**src/rtl/reg_file_2r1w.sv**
```systemverilog
// rtl/reg_file_2r1w.sv - 2-read/1-write architectural register file with x0 hardwired to zero
module reg_file_2r1w #(
    parameter int WIDTH  = 32,
    parameter int NREGS  = 32,
    parameter int AW     = 5,
    parameter int BYPASS = 1
) (
    input  logic             clk,
    input  logic             rst,
    input  logic             we,
    input  logic [AW-1:0]    waddr,
    input  logic [WIDTH-1:0] wdata,
    input  logic [AW-1:0]    raddr1,
    input  logic [AW-1:0]    raddr2,
    output logic [WIDTH-1:0] rdata1,
    output logic [WIDTH-1:0] rdata2,
    output logic             wr_done
);

    // Entry 0 exists only to keep indexing uniform; it is cleared by reset
    // and never written, and reads of address 0 are forced to zero anyway.
    logic [WIDTH-1:0] mem [NREGS];
    logic             wr_en;

    // A write is real only when it targets a non-zero register.
    assign wr_en = we && (waddr != '0);

    // Storage update: asynchronous clear, otherwise capture the write-back word.
    always_ff @(posedge clk or posedge rst) begin
        if (rst) begin
            for (int i = 0; i < NREGS; i++) begin
                mem[i] <= '0;
            end
        end else if (wr_en) begin
            mem[waddr] <= wdata;
        end
    end

    // One-cycle strobe following each accepted non-x0 write.
    always_ff @(posedge clk or posedge rst) begin
        if (rst) begin
            wr_done <= 1'b0;
        end else begin
            wr_done <= wr_en;
        end
    end

    // Read port 1: zero during reset and for x0, forwarded write data when bypassing.
    always_comb begin
        rdata1 = '0;
        if (!rst && (raddr1 != '0)) begin
            if ((BYPASS != 0) && we && (waddr == raddr1)) begin
                rdata1 = wdata;
            end else begin
                rdata1 = mem[raddr1];
            end
        end
    end

    // Read port 2: same selection as port 1, driven by raddr2.
    always_comb begin
        rdata2 = '0;
        if (!rst && (raddr2 != '0)) begin
            if ((BYPASS != 0) && we && (waddr == raddr2)) begin
                rdata2 = wdata;
            end else begin
                rdata2 = mem[raddr2];
            end
        end
    end

endmodule

```
**config.mk**
```make
export PLATFORM = sky130hd
export DESIGN_NAME = reg_file_2r1w
export DESIGN_NICKNAME = d
export VERILOG_FILES = /design/src/rtl/reg_file_2r1w.sv
export SDC_FILE = /design/constraint.sdc
export NUM_CORES = 2
export LEC_CHECK = 0
export CORE_ASPECT_RATIO = 0.7
export CORE_MARGIN = 2
export CORE_UTILIZATION = 43
export CTS_CLUSTER_DIAMETER = 200
export DETAILED_ROUTE_END_ITERATION = 8
export PLACE_DENSITY_LB_ADDON = 0.15
export SKIP_CTS_REPAIR_TIMING = 1
export SLEW_MARGIN = 0
export SYNTH_ARGS = -nofsm -noshare
export SYNTH_HDL_FRONTEND = slang
export SYNTH_SLANG_ARGS = --single-unit
export TNS_END_PERCENT = 20
```
**constraint.sdc**
```tcl
create_clock -name clk -period 54.4 [get_ports clk]
set_clock_uncertainty 0.2 [all_clocks]
set_input_delay 10.88 -clock clk [delete_from_list [all_inputs] [get_ports clk]]
set_output_delay 10.88 -clock clk [all_outputs]
set_load 0.03 [all_outputs]
```
==> flow_metrics.env <==
export IMPL_dp_hpwl_mm=95.97
export IMPL_rr_worst_depth=1
export IMPL_cts_path_max_buffers=3
export IMPL_vdd_drop_max_v=0.00002476
export IMPL_yosys_top_cells_area="dfrtp_1 46%, mux4_2 16%, mux2_2 15%, mux2i_1 5.1%, mux2_1 4.8%"
export IMPL_finalHoldViolations=0
export IMPL_hold_class="reg -> reg"
export IMPL_setup_tns_final_ns=0
export IMPL_viasPerCell=6.570
export IMPL_yosysSeqAreaShare_pct=46.49
export IMPL_synth_net_count=3869
export IMPL_async_reset_ff_share_pct=100.0
export IMPL_pre_cts_ws_ns=26.55
export IMPL_drv_cap=0
export IMPL_required_ns=43.32
export IMPL_setup_viol=0
export IMPL_port_buffers=114
export IMPL_netlist_area_sq_um=55170
export IMPL_seqCellArea_sq_um=25650
export IMPL_nets=3737
export IMPL_cts_clk_slew_worst_paths_ns=0.06
export IMPL_hold_start="mem[1010]"
export IMPL_clkSinkCount=1025
export IMPL_io_pins=115
export IMPL_initial_core_util_pct=43.50
export IMPL_drc=0
export IMPL_cts_buffers=103
export IMPL_cts_root_buffer="clkbuf_16"
export IMPL_setup_ws_ns=26.61
export IMPL_outcome="finished, final reports clean"
export IMPL_synth_edf_count=0
export IMPL_synthCells=3819
export IMPL_synthDominantCellAreaShare_pct=46.49
export IMPL_cp_num_cells=10
export IMPL_wl_per_cell_microns=34.35
export IMPL_fmax_mhz=35.98
export IMPL_fin_crit_ns=27.79
export IMPL_h_tree_depth=3
export IMPL_cts_tree="built"
export IMPL_grt_pass1_vias=36108
export IMPL_synth_top_cell_by_area="dfrtp_1"
export IMPL_antenna_found_initial=4
export IMPL_path_buf_inv=6
export IMPL_die_h_microns=303.7
export IMPL_num_vias=35674
export IMPL_wl_mm=186.5
export IMPL_crit_arrival_ns=16.71
export IMPL_p_leak_uw=0.02630
export IMPL_max_stage_delay_ns=0.87
export IMPL_track_usage_pct=28.46
export IMPL_drive_gt1_share_pct=39.03
export IMPL_path_max_fanout=61
export IMPL_rsz0062_at_grt="no"
export IMPL_final_cell_mix="1,025 x dfrtp_1, 745 x mux2_2, 386 x mux4_2"
export IMPL_drt_pass1_iter_count=6
export IMPL_core_area_sq_um=126800
export IMPL_fillCellCount=11109
export IMPL_r2r_start="mem[96]"
export IMPL_cp_common_cell="buf_4"
export IMPL_synth_ff_type="dfrtp_1"
export IMPL_fin_crit_sh_pct=51.09
export IMPL_ys_ff_latch=1025
export IMPL_initialDrtViolationCount=3275
export IMPL_startpoint="raddr1[0]"
export IMPL_die_w_microns=432.1
export IMPL_ant_nets=0
export IMPL_end_kind="output pin"
export IMPL_finalPower_uw=2194
export IMPL_tightest_slew_ns=1.218
export IMPL_synthDistinctLibCells=50
export IMPL_slew_headroom_pct=18.58
export IMPL_avgSynthCellArea_sq_um=14.45
export IMPL_row_count=109
export IMPL_yosysWarnings=0
export IMPL_multiInputGateArea_sq_um=27580
export IMPL_grt_max_degree=173
export IMPL_crit_chain="buf_8, buf_4, buf_4, buf_4, buf_4, mux4_2, a22oi_1, o21ai_1, a221o_1, clkdlybuf4s50_1"
export IMPL_critPathTopFamily="buffers and inverters"
export IMPL_hold_path_depth=0
export IMPL_dieArea_sq_um=131200
export IMPL_clkLatencyLatePin_ns=0.73
export IMPL_final_common_cell="dfrtp_1"
export IMPL_gp_routability_congestion=0.7609
export IMPL_worstSetupStartpointType="primary input"
export IMPL_grt_overflow=0
export IMPL_slew_violations=0
export IMPL_grt_first_pass_wirelength_mm=271.6
export IMPL_slowest_stage="buf_4"
export IMPL_critical_path_class="in -> out"
export IMPL_syn2layout_area_growth_pct=9.990
export IMPL_powerDensity_nw_per_um2=36.16
report_power, final:
part | internal, uW | switching (uW)
clock | 420 | 322
sequential | 906 | 107
combinational | 249 | 189
cell families (layout without fill, tap and decap cells):
| logic type | count (synthesis) | in the layout | synth area share, % |
|---|---|---|---|
| buffers and inverters | 450 | 395 | 4.028 |
| AND/OR/NAND/NOR | 225 | 225 | 1.903 |
| other | 0 | 1 | 0 |
| XOR/XNOR | 10 | 10 | 0.1588 |
| multiplexers | 1647 | 1647 | 40.86 |
| flip-flops | 1025 | 1025 | 46.49 |
| AO/OA/AOI/OAI | 462 | 462 | 6.561 |
routing by layer:
metal | wire [microns] | track usage (%) | up-vias | part of all wire [%]
met3 | 13380 | 5.416 | 342 | 7.2
met5 | 13 | 0 | - | 0.0070
met4 | 6099 | 8.619 | 2 | 3.3
met2 | 86030 | 44.14 | 1385 | 46
li1 | - | - | 14537 | -
met1 | 80980 | 40.63 | 19408 | 43
stage by stage:
stage | util, % | area [sq um] | hold WS (ns) | std cells
after floorplan | - | 55170 | 0.2413 | 3819
after global placement | 45.12 | 57230 | 0.1848 | 5247
after detailed placement | 45.12 | 57230 | 0.1823 | 5247
after CTS | 47.84 | 60680 | 0.1969 | 5429
after global routing | 47.84 | 60680 | 0.2039 | 5429
final | 47.84 | 60680 | 0.1937 | 5430
path summary, 6_finish.rpt:
path | end | slack (ns)
max | rdata1[6] | 26.61
min reg2reg | mem[1010] | 0.19
min in group asynchronous | mem[93] | 10.72
min | mem[1010] | 0.19
max in group asynchronous | mem[718] | 39.24
max reg2reg | mem[96] | 53.36
area by class of cell:
type                            count  share of cell area, %
Timing Repair Buffer              209                  3.128
Clock buffer                      149                  5.013
Inverter                            4                0.03712
Multi-Input combinational cell   2344                  45.45
Tap cell                         1665                  3.433
Antenna cell                        1               0.004124
Clock inverter                     33                 0.6619
Sequential cell                  1025                  42.27
sequential cells by signal, indices dropped and copies added, names as in the netlist:
signal	count
mem	1024
wr_done	1
synth_stat cells (3+ instances only):
cell,number
nor3b_2,4
a221o_1,31
nand3_1,7
xnor2_1,6
nor3_1,4
o21ai_1,31
nand4b_1,3
mux2_1,233
a211oi_1,73
buf_8,3
mux2_2,745
buf_6,20
nand2_1,102
buf_4,33
inv_1,4
mux4_2,386
xor2_1,4
a21oi_1,32
buf_2,164
nor2b_1,34
o21ai_0,16
a32o_1,32
a211oi_2,20
mux2i_1,283
a221oi_1,62
dfrtp_1,1025
clkbuf_1,208
nand3b_1,4
o22ai_1,31
buf_1,16
o221ai_1,32
a22oi_1,97
nor2_1,54
Power figures use the tool's default switching activity.
